### src/rtl/bcd_counter_pkg.sv
// Shared types and helpers for the cascaded BCD counter: the decade digit type,
// its maximum code, and integer-to-packed-BCD conversion for reset constants.
package bcd_counter_pkg;

    typedef logic [3:0] digit_t;

    localparam digit_t DIGIT_MAX = 4'd9;

    // Eight decades cover the largest supported counter; callers take the low slice.
    function automatic logic [31:0] bcd_from_int(input int unsigned value);
        logic [31:0] result;
        int unsigned v;
        result = '0;
        v = value;
        for (int i = 0; i < 8; i++) begin
            result[4*i +: 4] = 4'(v % 10);
            v = v / 10;
        end
        return result;
    endfunction

endpackage

### src/rtl/bcd_digit.sv
// One BCD decade: clear, clamped parallel load, and wrapping up/down step.
// Flags at_max/at_zero feed the ripple-enable chain in the parent counter.
module bcd_digit
    import bcd_counter_pkg::*;
#(
    parameter digit_t RESET_DIGIT = '0
) (
    input  logic   clk,
    input  logic   rst,
    input  logic   step,
    input  logic   up_dn,
    input  logic   clr,
    input  logic   load,
    input  digit_t load_digit,
    output digit_t digit,
    output logic   at_max,
    output logic   at_zero
);

    always_ff @(posedge clk or posedge rst) begin
        if (rst) begin
            digit <= RESET_DIGIT;
        end else if (clr) begin
            digit <= '0;
        end else if (load) begin
            // Non-decimal codes saturate so the digit never leaves 0..9.
            digit <= (load_digit > DIGIT_MAX) ? DIGIT_MAX : load_digit;
        end else if (step) begin
            if (up_dn) begin
                digit <= (digit == DIGIT_MAX) ? '0 : digit + 4'd1;
            end else begin
                digit <= (digit == '0) ? DIGIT_MAX : digit - 4'd1;
            end
        end
    end

    assign at_max  = (digit == DIGIT_MAX);
    assign at_zero = (digit == '0);

endmodule

### src/rtl/bcd_counter.sv
// Cascaded NUM_DIGITS-decade BCD up/down counter with terminal-count output.
// Define BCD_COUNTER_LOAD_EN to add the load/load_val parallel-load ports.
module bcd_counter
    import bcd_counter_pkg::*;
#(
    parameter int NUM_DIGITS = 4,
    parameter int RESET_VAL  = 0
) (
    input  logic                    clk,
    input  logic                    rst,
    input  logic                    clr,
    input  logic                    en,
    input  logic                    up_dn,
`ifdef BCD_COUNTER_LOAD_EN
    input  logic                    load,
    input  logic [4*NUM_DIGITS-1:0] load_val,
`endif
    output logic [4*NUM_DIGITS-1:0] count,
    output logic                    tc
);

    localparam logic [31:0] RESET_BCD = bcd_from_int(RESET_VAL);

    logic [NUM_DIGITS:0]   up_chain;
    logic [NUM_DIGITS:0]   dn_chain;
    logic [NUM_DIGITS-1:0] at_max;
    logic [NUM_DIGITS-1:0] at_zero;
    logic [NUM_DIGITS-1:0] step;
    logic                  load_i;
    logic [4*NUM_DIGITS-1:0] load_val_i;

`ifdef BCD_COUNTER_LOAD_EN
    assign load_i     = load;
    assign load_val_i = load_val;
`else
    assign load_i     = 1'b0;
    assign load_val_i = '0;
`endif

    // Chain bit i is high when every lower decade is at its wrap value.
    assign up_chain[0] = en & up_dn;
    assign dn_chain[0] = en & ~up_dn;

    for (genvar i = 0; i < NUM_DIGITS; i++) begin : g_digit
        assign up_chain[i+1] = up_chain[i] & at_max[i];
        assign dn_chain[i+1] = dn_chain[i] & at_zero[i];
        assign step[i]       = up_chain[i] | dn_chain[i];

        bcd_digit #(
            .RESET_DIGIT(RESET_BCD[4*i +: 4])
        ) u_digit (
            .clk       (clk),
            .rst       (rst),
            .step      (step[i]),
            .up_dn     (up_dn),
            .clr       (clr),
            .load      (load_i),
            .load_digit(load_val_i[4*i +: 4]),
            .digit     (count[4*i +: 4]),
            .at_max    (at_max[i]),
            .at_zero   (at_zero[i])
        );
    end

    // tc is held low during reset so a downstream cascade never sees a spurious carry.
`ifdef BCD_COUNTER_LOAD_EN
    assign tc = ~rst & ~clr & ~load_i & (up_chain[NUM_DIGITS] | dn_chain[NUM_DIGITS]);
`else
    assign tc = ~rst & ~clr & (up_chain[NUM_DIGITS] | dn_chain[NUM_DIGITS]);
`endif

endmodule

### config.mk
export PLATFORM = sky130hd
export DESIGN_NAME = bcd_counter
export DESIGN_NICKNAME = d
export VERILOG_FILES = /design/src/rtl/bcd_counter_pkg.sv /design/src/rtl/bcd_digit.sv /design/src/rtl/bcd_counter.sv
export SDC_FILE = /design/constraint.sdc
export NUM_CORES = 1
export LEC_CHECK = 0
export BUFFER_PORTS_ARGS = -buffer_cell sky130_fd_sc_hd__buf_2
export CORE_UTILIZATION = 53
export CTS_BUF_LIST = sky130_fd_sc_hd__clkbuf_8
export DETAILED_ROUTE_END_ITERATION = 16
export HOLD_SLACK_MARGIN = 0.02
export PLACE_DENSITY = 0.79
export SLEW_MARGIN = 40
export SYNTH_ARGS = -nofsm -noshare
export SYNTH_HDL_FRONTEND = slang
export SYNTH_SLANG_ARGS = --single-unit
### constraint.sdc
create_clock -name clk -period 2.3 [get_ports clk]
set_input_delay 0.46 -clock clk [delete_from_list [all_inputs] [get_ports clk]]
set_output_delay 0.46 -clock clk [all_outputs]
set_load 0.01 [all_outputs]
==> run_results.csv, run 1 <==
group,metric,value,unit
floorplanning,core,2540,sq um
global_routing,antenna_found_initial,0,
setup_path,arrival,1980,ps
setup_path,reg2reg_to,"g_digit[3].u_digit.digit[2]",
sta,period_share,106,%
global_routing,grt_max_degree,34,
layout,largest_register_ffs,16,
sta,hold_viol,0,
setup_path,startpoint,"g_digit[1].u_digit.digit[0]",
sta,final.setup_skew,4.43,ps
logic_synthesis,ys_warn_count,0,
logic_synthesis,synthesis.area,1470,sq um
global_routing,grt_usage,27.3,%
floorplanning,initial_core_util,57.7,%
power_and_ir_drop,powerDensity,642,nW/um^2
layout,final_common_cell,"buf_2",
setup_path,crit_slowest_cell,"nor3_1",
layout,layout-drive-gt1-share,27.6,%
drt,drc_errors,0,
layout,final_cell_mix,"buf_2 (21), buf_4 (20), nand2_1 (17), o21ai_0 (15), dfrtp_1 (15)",
clock_tree,clkSlewWorstSetupHoldPaths,70,ps
min_path,min_path_type,"primary input to async pin",
setup_path,endpoint,"tc",
layout,n_fill_cell,213,
clock_tree,cts_tree,"built",
sta,worst_slack,-142,ps
placement,place_congestion,0.906,
layout,nNetsFinal,237,
setup_path,crit_chain,"buf_4 -> ha_1 -> nand3b_1 -> nor3_1 -> a22oi_2 -> nor3_2 -> buf_2",
clock_tree,cts.path.max_buffers,2,
layout,final_cells,247,
global_routing,grt_pass1_wl,5870,microns
sta,finalSetupTns,-142,ps
setup_path,rr_worst_depth,9,
sta,max_slew.worst_pin.slew,683,ps
clock_tree,insertion_delay,250,ps
sta,max_freq,410,MHz
logic_synthesis,synth_edf_count,0,
clock_tree,htree_levels,1,
sta,maxSlewViolCount,0,
power_and_ir_drop,vdd_drop_max,0.463,mV
sta,rsz0062_at_grt,"true",
status,violations,"negative setup slack",
setup_path,critical_path.startpoint_type,"flop",
drt,ant_nets,0,
clock_tree,clock_sinks,16,
setup_path,path_max_fanout,6,
placement,placed_area,1700,sq um
placement,dp_hpwl,2560,microns
drt,num_vias,1511,
floorplanning,fp.dieArea,2980,sq um
sta,setup_viol,1,
logic_synthesis,ys_seq_area_share,27.3,%
sta,relSlewSlack,54.4,%
drt,drt_iter0_markers,41,
logic_synthesis,syn_area_per_cell,8.06,sq um
floorplanning,row_count,18,
floorplanning,dieWidth,54.6,microns
power_and_ir_drop,p_total,0.00115,W
setup_path,reg2reg_from,"g_digit[0].u_digit.digit[1]",
logic_synthesis,synthesis.instances,182,
layout,top_register,"g_digit.u_digit.digit",
placement,placedCellCount,240,
logic_synthesis,syn-num-nets,201,
setup_path,cpPeakStageDelay,460,ps
logic_synthesis,ys_async_sr_fraction,100,%
layout,area_growth,22.1,%
logic_synthesis,synthFlopType,"dfrtp_1",
logic_synthesis,ys_types,50,
drt,wirelength,3690,microns
layout,top_regs,"g_digit.u_digit.digit (16)",
sta,whs,318,ps
clock_tree,cts_buffers,3,
setup_path,end_kind,"primary output",
setup_path,r2r_setup_slack,90,ps
drt,routedWlPerCell,14.9,microns
drt,drt_first_pass_iters,5,
layout,stdcell_area,1790,sq um
placement,port_buffers,21,
layout,insertedDiodeCount,0,
global_routing,grt_pass1_vias,1342,
logic_synthesis,synth-seq-cells,16,
setup_path,crit_type,"flop to primary output",
status,outcome,"finished, violations left",
power_and_ir_drop,p_leak,0.826,nW
global_routing,gr-total-overflow,0,
setup_path,cp.required,1840,ps
floorplanning,chipHeight,54.6,microns
sta,fin_crit,2440,ps
floorplanning,ioPinCount,22,
run,maxCapViolCount,0,
clock_tree,cts.root.buffer_cell,"clkbuf_8",
drt,viasPerCell,6.12,
## where the power goes
group	internal, W	leakage, nW	switching, W
Sequential	0.000321	0.212	0.0000409
Clock	0.000152	0.0288	0.000105
Combinational	0.000238	0.586	0.000293
## metrics by stage
step / utilization [%] / setup WS [ps]
final: 70.4 / -142
after global routing: 70.4 / -239
after CTS: 70.1 / -147
after detailed placement: 66.8 / 43.0
after global placement: 66.8 / 79.3
after floorplan: - / 10.9
## worst min-delay path by stage
stage	to	slack (ps)	depth (start not counted)
CTS	g_digit[0].u_digit.digit[2]	330	2
detailed placement	g_digit[1].u_digit.digit[0]	550	3
floorplan	g_digit[0].u_digit.digit[1]	370	1
finish	g_digit[0].u_digit.digit[2]	320	2
global route	g_digit[3].u_digit.digit[2]	380	2
global placement	g_digit[1].u_digit.digit[0]	550	3
## cells in the mapped netlist (2+ instances only)
| cell | number | area, sq um |
|---|---|---|
| nand2_1 | 17 | 63.8 |
| dfrtp_1 | 16 | 400 |
| o21ai_0 | 15 | 75.1 |
| ha_1 | 14 | 175 |
| nor2_1 | 13 | 48.8 |
| a21oi_1 | 11 | 55.1 |
| inv_1 | 11 | 41.3 |
| nor3_1 | 8 | 40.0 |
| nand2b_1 | 5 | 31.3 |
| nand3_1 | 5 | 25.0 |
| nor2b_1 | 5 | 31.3 |
| buf_2 | 4 | 20.0 |
| clkbuf_1 | 4 | 15.0 |
| o31ai_1 | 4 | 30.0 |
| a31oi_1 | 3 | 18.8 |
| nand4_1 | 3 | 18.8 |
| a211oi_1 | 2 | 15.0 |
| a21o_1 | 2 | 15.0 |
| a21oi_2 | 2 | 17.5 |
| a221oi_1 | 2 | 17.5 |
| a22oi_1 | 2 | 15.0 |
| a311oi_1 | 2 | 17.5 |
| and2_1 | 2 | 12.5 |
| nand3b_1 | 2 | 15.0 |
| o22a_1 | 2 | 17.5 |
| xor2_1 | 2 | 17.5 |
## routing by layer
layer,wire length [microns],track usage (%),vias up,share of wire (%)
li1,-,-,734,-
met1,1730,36.1,741,47
met2,1820,45.6,34,49
met3,127,3.61,2,3.4
met4,14,8.12,0,0.38
met5,0,0,-,0
## cell type report
cell class	count	area (sq um)	share of cell area (%)
inverters	11	41.3	2.30
multi-input cells	145	1000	55.9
flip-flops and latches	16	402	22.4
clock buffers	4	55.1	3.07
well taps	30	37.5	2.09
repair buffers	41	255	14.2
## critical path: cells and delay by family, from the launching register on
family	cells	cell delay [ps]
simple gates	3	780
compound gates	1	110
flops	1	340
buf+inv	2	280
fa+ha+maj	1	210
## what timing repair did
item / in CTS / in global routing
buffers inserted: 2 / 1
hold buffers: 0 / 0
gates resized for setup: 3 / 0
setup endpoints to repair: 1 / 1
pin swaps: 3 / 1
## cell families (layout without fill, tap and decap cells)
logic type                 after synthesis  in the layout  share of synthesized area [%]
adders and majority gates               14             14                           11.9
AOI/OAI and AO/OA                       59             59                           27.0
and+or+nand+nor                         68             68                           25.0
muxes                                    1              1                          0.767
DFF                                     16             16                           27.3
xor gates and xnor gates                 3              3                           1.79
buffers and inverters                   21             56                           6.22
Power figures use the tool's default switching activity.
==> run 2: changes to the inputs <==
--- a/config.mk
+++ b/config.mk
@@ -6,6 +6,8 @@
 export NUM_CORES = 1
 export LEC_CHECK = 0
 export BUFFER_PORTS_ARGS = -buffer_cell sky130_fd_sc_hd__buf_2
+export CORE_ASPECT_RATIO = 0.7
+export CORE_MARGIN = 2
 export CORE_UTILIZATION = 53
 export CTS_BUF_LIST = sky130_fd_sc_hd__clkbuf_8
 export DETAILED_ROUTE_END_ITERATION = 16
==> run_results.csv, run 2 (synthesized netlist as in run 1, its figures left out) <==
group,metric,value,unit
layout,area_growth,23.2,%
layout,final_cell_mix,"buf_2 (21), buf_4 (21), nand2_1 (17), o21ai_0 (15), dfrtp_1 (15)",
sta,worst_slack,-107,ps
drt,drt_iter0_markers,147,
placement,placedCellCount,244,
layout,nNetsFinal,238,
clock_tree,cts.path.max_buffers,2,
clock_tree,htree_levels,1,
placement,port_buffers,21,
global_routing,grt_pass1_vias,1475,
power_and_ir_drop,p_leak,0.832,nW
clock_tree,clock_sinks,16,
drt,wirelength,4100,microns
clock_tree,clkSlewWorstSetupHoldPaths,80,ps
setup_path,end_kind,"primary output",
drt,drc_errors,0,
setup_path,arrival,1950,ps
floorplanning,dieWidth,66.9,microns
floorplanning,row_count,15,
placement,place_congestion,0.969,
floorplanning,core,2550,sq um
run,maxCapViolCount,0,
sta,final.setup_skew,14.0,ps
global_routing,antenna_found_initial,0,
drt,routedWlPerCell,16.3,microns
layout,fin_util,70.8,%
floorplanning,chipHeight,48.0,microns
layout,largest_register_ffs,16,
layout,stdcell_area,1810,sq um
status,violations,"negative setup slack",
status,outcome,"finished, violations left",
drt,num_vias,1532,
layout,top_register,"g_digit.u_digit.digit",
setup_path,r2r_setup_slack,110,ps
power_and_ir_drop,vdd_drop_max,0.414,mV
setup_path,crit_type,"flop to primary output",
sta,fin_crit,2410,ps
sta,max_slew.worst_pin.slew,672,ps
drt,drt_first_pass_iters,5,
layout,layout-drive-gt1-share,29.4,%
setup_path,cp.required,1840,ps
setup_path,path_max_fanout,2,
layout,insertedDiodeCount,0,
power_and_ir_drop,powerDensity,635,nW/um^2
floorplanning,fp.dieArea,3210,sq um
global_routing,grt_usage,27.9,%
sta,max_freq,415,MHz
clock_tree,cts_buffers,3,
sta,setup_viol,1,
sta,rsz0062_at_grt,"true",
min_path,min_path_type,"primary input to async pin",
sta,relSlewSlack,55.2,%
clock_tree,insertion_delay,260,ps
sta,hold_viol,0,
global_routing,grt_pass1_wl,6590,microns
layout,final_cells,252,
floorplanning,ioPinCount,22,
global_routing,gr-total-overflow,0,
layout,top_regs,"g_digit.u_digit.digit (16)",
drt,viasPerCell,6.08,
global_routing,grt_max_degree,34,
global_routing,met3_usage,5.65,%
layout,n_fill_cell,213,
placement,placed_area,1700,sq um
global_routing,grtUsageMet2,49.2,%
floorplanning,initial_core_util,57.5,%
sta,maxSlewViolCount,0,
placement,dp_hpwl,2880,microns
clock_tree,cts_tree,"built",
sta,period_share,105,%
global_routing,grtUsageMet1,34.5,%
setup_path,critical_path.startpoint_type,"flop",
clock_tree,cts.root.buffer_cell,"clkbuf_8",
drt,ant_nets,0,
global_routing,top_usage_layer,"met2",
[run 2: power breakdown]
group	internal (W)	switching [W]	total, W
clock	0.000119	0.000110	0.000229
sequential	0.000321	0.0000410	0.000362
combinational	0.000244	0.000313	0.000557
total	0.000684	0.000464	0.00115
[run 2: cell type report]
class                      count  area [sq um]  share of cell area, %
timing repair buffer          42           263                   14.5
tap                           34          42.5                   2.35
sequential                    16           402                   22.2
multi-input combinational    145          1010                   56.1
inverter                      11          41.3                   2.28
clock buffer                   3          41.3                   2.28
clock inverter                 1          3.75                  0.208
[run 2: final timing paths]
| kind | from | to | cells past startpoint |
|---|---|---|---|
| max in group asynchronous | rst | g_digit[0].u_digit.digit[0] | 2 |
| worst max-delay path | g_digit[0].u_digit.digit[1] | tc | 7 |
| worst min register to register | g_digit[2].u_digit.digit[1] | g_digit[2].u_digit.digit[1] | 2 |
| worst max register to register | g_digit[0].u_digit.digit[1] | g_digit[3].u_digit.digit[2] | 8 |
| min in group clk | en | g_digit[0].u_digit.digit[1] | 3 |
| worst min-delay path | rst | g_digit[3].u_digit.digit[1] | 2 |
[run 2: what timing repair did]
item                                    in CTS  in global routing
pin swaps                                    4                  2
hold buffers                                 0                  0
setup buffers                                3                  1
endpoints found under the setup margin       1                  2
resized for setup                            3                  4
[run 2: worst max-delay path, stage by stage (launching register included)]
cell	delay [ps]
dfrtp_1	400
inv_2	90
ha_4	130
or4b_4	480
nor3b_4	230
a22oi_2	110
nor3_2	100
buf_2	140
[run 2: metal layers]
layer	vias up	wire length (microns)
li1	734	-
met4	0	104
met3	16	237
met1	721	1830
met5	-	0
met2	61	1930
[run 2: through the flow]
step | power [W] | setup WS [ps] | setup TNS, ps | hold slack, ps
2_1_floorplan | 0.000700 | 10.9 | 0 | 374
5_1_grt | 0.00121 | -209 | -224 | 367
6_report | 0.00115 | -107 | -107 | 312
3_3_place_gp | 0.000863 | 74.9 | 0 | 558
4_1_cts | 0.00113 | -132 | -132 | 330
3_5_place_dp | 0.000888 | 34.6 | 0 | 595
==> run 3: changes to the inputs <==
--- a/config.mk
+++ b/config.mk
@@ -5,8 +5,9 @@
 export SDC_FILE = /design/constraint.sdc
 export NUM_CORES = 1
 export LEC_CHECK = 0
+export ABC_CLOCK_PERIOD_IN_PS = 2300
 export BUFFER_PORTS_ARGS = -buffer_cell sky130_fd_sc_hd__buf_2
-export CORE_ASPECT_RATIO = 0.7
+export CORE_ASPECT_RATIO = 1.2
 export CORE_MARGIN = 2
 export CORE_UTILIZATION = 53
 export CTS_BUF_LIST = sky130_fd_sc_hd__clkbuf_8
==> run_results.csv, run 3 (synthesized netlist as in run 1, its figures left out) <==
group,metric,value,unit
global_routing,gr-total-overflow,0,
floorplanning,initial_core_util,56.9,%
layout,top_register,"g_digit.u_digit.digit",
layout,area_growth,21.8,%
power_and_ir_drop,powerDensity,620,nW/um^2
clock_tree,clock_sinks,16,
placement,dp_hpwl,2610,microns
global_routing,met3_usage,3.40,%
global_routing,grtUsageMet1,34.9,%
drt,ant_nets,0,
power_and_ir_drop,p_leak,0.820,nW
clock_tree,cts_tree,"built",
layout,final_common_cell,"buf_2",
clock_tree,cts_buffers,3,
floorplanning,dieWidth,52.0,microns
sta,fin_crit,2430,ps
clock_tree,insertion_delay,250,ps
placement,preCtsSetupSlack,15.1,ps
sta,max_freq,412,MHz
layout,top_regs,"g_digit.u_digit.digit (16)",
layout,multiInputGateArea,1010,sq um
layout,nNetsFinal,236,
global_routing,grt_max_degree,34,
sta,period_share,106,%
global_routing,grt_pass1_wl,6260,microns
sta,setup_viol,1,
drt,drt_first_pass_iters,4,
layout,final_cell_mix,"buf_2 (21), buf_4 (19), nand2_1 (17), o21ai_0 (15), dfrtp_1 (15)",
sta,final.setup_skew,3.07,ps
min_path,min_path_type,"primary input to async pin",
clock_tree,htree_levels,1,
sta,relSlewSlack,55.1,%
floorplanning,core,2580,sq um
setup_path,crit_type,"flop to primary output",
sta,hold_viol,0,
global_routing,top_usage_layer,"met2",
clock_tree,postCtsHoldBufs,0,
clock_tree,cts.root.buffer_cell,"clkbuf_8",
clock_tree,clkSlewWorstSetupHoldPaths,70,ps
drt,drc_errors,0,
floorplanning,row_count,20,
global_routing,grtUsageMet2,41.8,%
setup_path,path_max_fanout,2,
sta,worst_slack,-127,ps
floorplanning,fp.dieArea,3210,sq um
status,outcome,"finished, violations left",
setup_path,cp.required,1840,ps
placement,place_congestion,0.901,
sta,max_slew.worst_pin.slew,673,ps
global_routing,grt_usage,25.9,%
run,maxCapViolCount,0,
placement,port_buffers,21,
status,violations,"negative setup slack",
drt,wirelength,3710,microns
drt,routedWlPerCell,14.9,microns
power_and_ir_drop,vdd_drop_max,0.530,mV
power_and_ir_drop,p_sw_share,39.4,%
layout,layout-drive-gt1-share,27.8,%
setup_path,arrival,1970,ps
floorplanning,ioPinCount,22,
sta,rsz0062_at_grt,"true",
power_and_ir_drop,clkPwrFrac,20.0,%
power_and_ir_drop,intPower,0.000672,W
layout,seqCellArea,402,sq um
clock_tree,cts.path.max_buffers,2,
layout,n_fill_cell,190,
sta,maxSlewViolCount,0,
layout,largest_register_ffs,16,
setup_path,end_kind,"primary output",
floorplanning,chipHeight,61.6,microns
global_routing,grt_pass1_vias,1360,
power_and_ir_drop,power_frac_seq,33.0,%
power_and_ir_drop,p_total,0.00111,W
layout,insertedDiodeCount,0,
drt,viasPerCell,6.08,
setup_path,critical_path.startpoint_type,"flop",
power_and_ir_drop,power_frac_comb,47.0,%
power_and_ir_drop,switchingPower,0.000436,W
global_routing,antenna_found_initial,0,
drt,drt_iter0_markers,39,
drt,num_vias,1515,
==> run 3: cell count changes in the layout (fill, tap and decap cells not counted), sizes merged <==
cell	previous run	this run
buf	42	40
==> run 3: layout make-up <==
type,instances,area share [%]
sequential,16,22.5
timing repair buffer,40,13.9
tap,33,2.31
inverter,11,2.31
clock buffer,3,2.31
multi-input combinational,145,56.5
clock inverter,1,0.210
==> run 3: path summary, 6_finish.rpt <==
kind / start / endpoint / slack, ps / cells after the start
setup / recovery: g_digit[0].u_digit.digit[0] / tc / -130 / 7
hold / removal: rst / g_digit[1].u_digit.digit[0] / 310 / 2
setup reg to reg: g_digit[0].u_digit.digit[0] / g_digit[3].u_digit.digit[2] / 80 / 9
hold reg to reg: g_digit[1].u_digit.digit[0] / g_digit[1].u_digit.digit[0] / 580 / 3
max in group asynchronous: rst / g_digit[0].u_digit.digit[0] / 1520 / 2
min in group clk: g_digit[1].u_digit.digit[0] / g_digit[1].u_digit.digit[0] / 580 / 3
==> run 3: metrics by stage <==
step / area (sq um) / hold WS (ps) / cells / utilization [%] / setup TNS, ps
final: 1790 / 314 / 249 / 69.4 / -127
after global routing: 1790 / 366 / 249 / 69.4 / -226
after CTS: 1770 / 333 / 248 / 68.7 / -164
after detailed placement: 1690 / 579 / 241 / 65.5 / 0
after global placement: 1690 / 549 / 241 / 65.5 / 0
after floorplan: 1480 / 374 / 182 / - / 0
==> run 3: power by group through the flow <==
stage                     clock network, W  logic, W  registers, W
after global placement                   0  0.000483      0.000365
final                             0.000222  0.000521      0.000365
after detailed placement                 0  0.000498      0.000368
after CTS                         0.000224  0.000511      0.000364
after global routing              0.000237  0.000579      0.000371
after floorplan                          0  0.000305      0.000395
==> run 3: routing by layer <==
layer / wire, microns / vias to the layer above
met5: 0 / -
met4: 45 / 0
met3: 139 / 6
met2: 1840 / 43
met1: 1690 / 735
li1: - / 731
==> run 3: repair_timing <==
action | CTS | global route
endpoints found under the setup margin | 1 | 3
setup buffers | 3 | 1
resized for setup | 3 | 3
pin swaps | 3 | 3
cloned | 0 | 0
==> run 3: worst max-delay path, cell delays in order, from the launching register on <==
cell and delay (ps):
dfrtp_2 410, inv_2 80, ha_4 130, or4b_4 480, nor3b_4 220, a22oi_2 110
nor3_2 140, buf_2 140
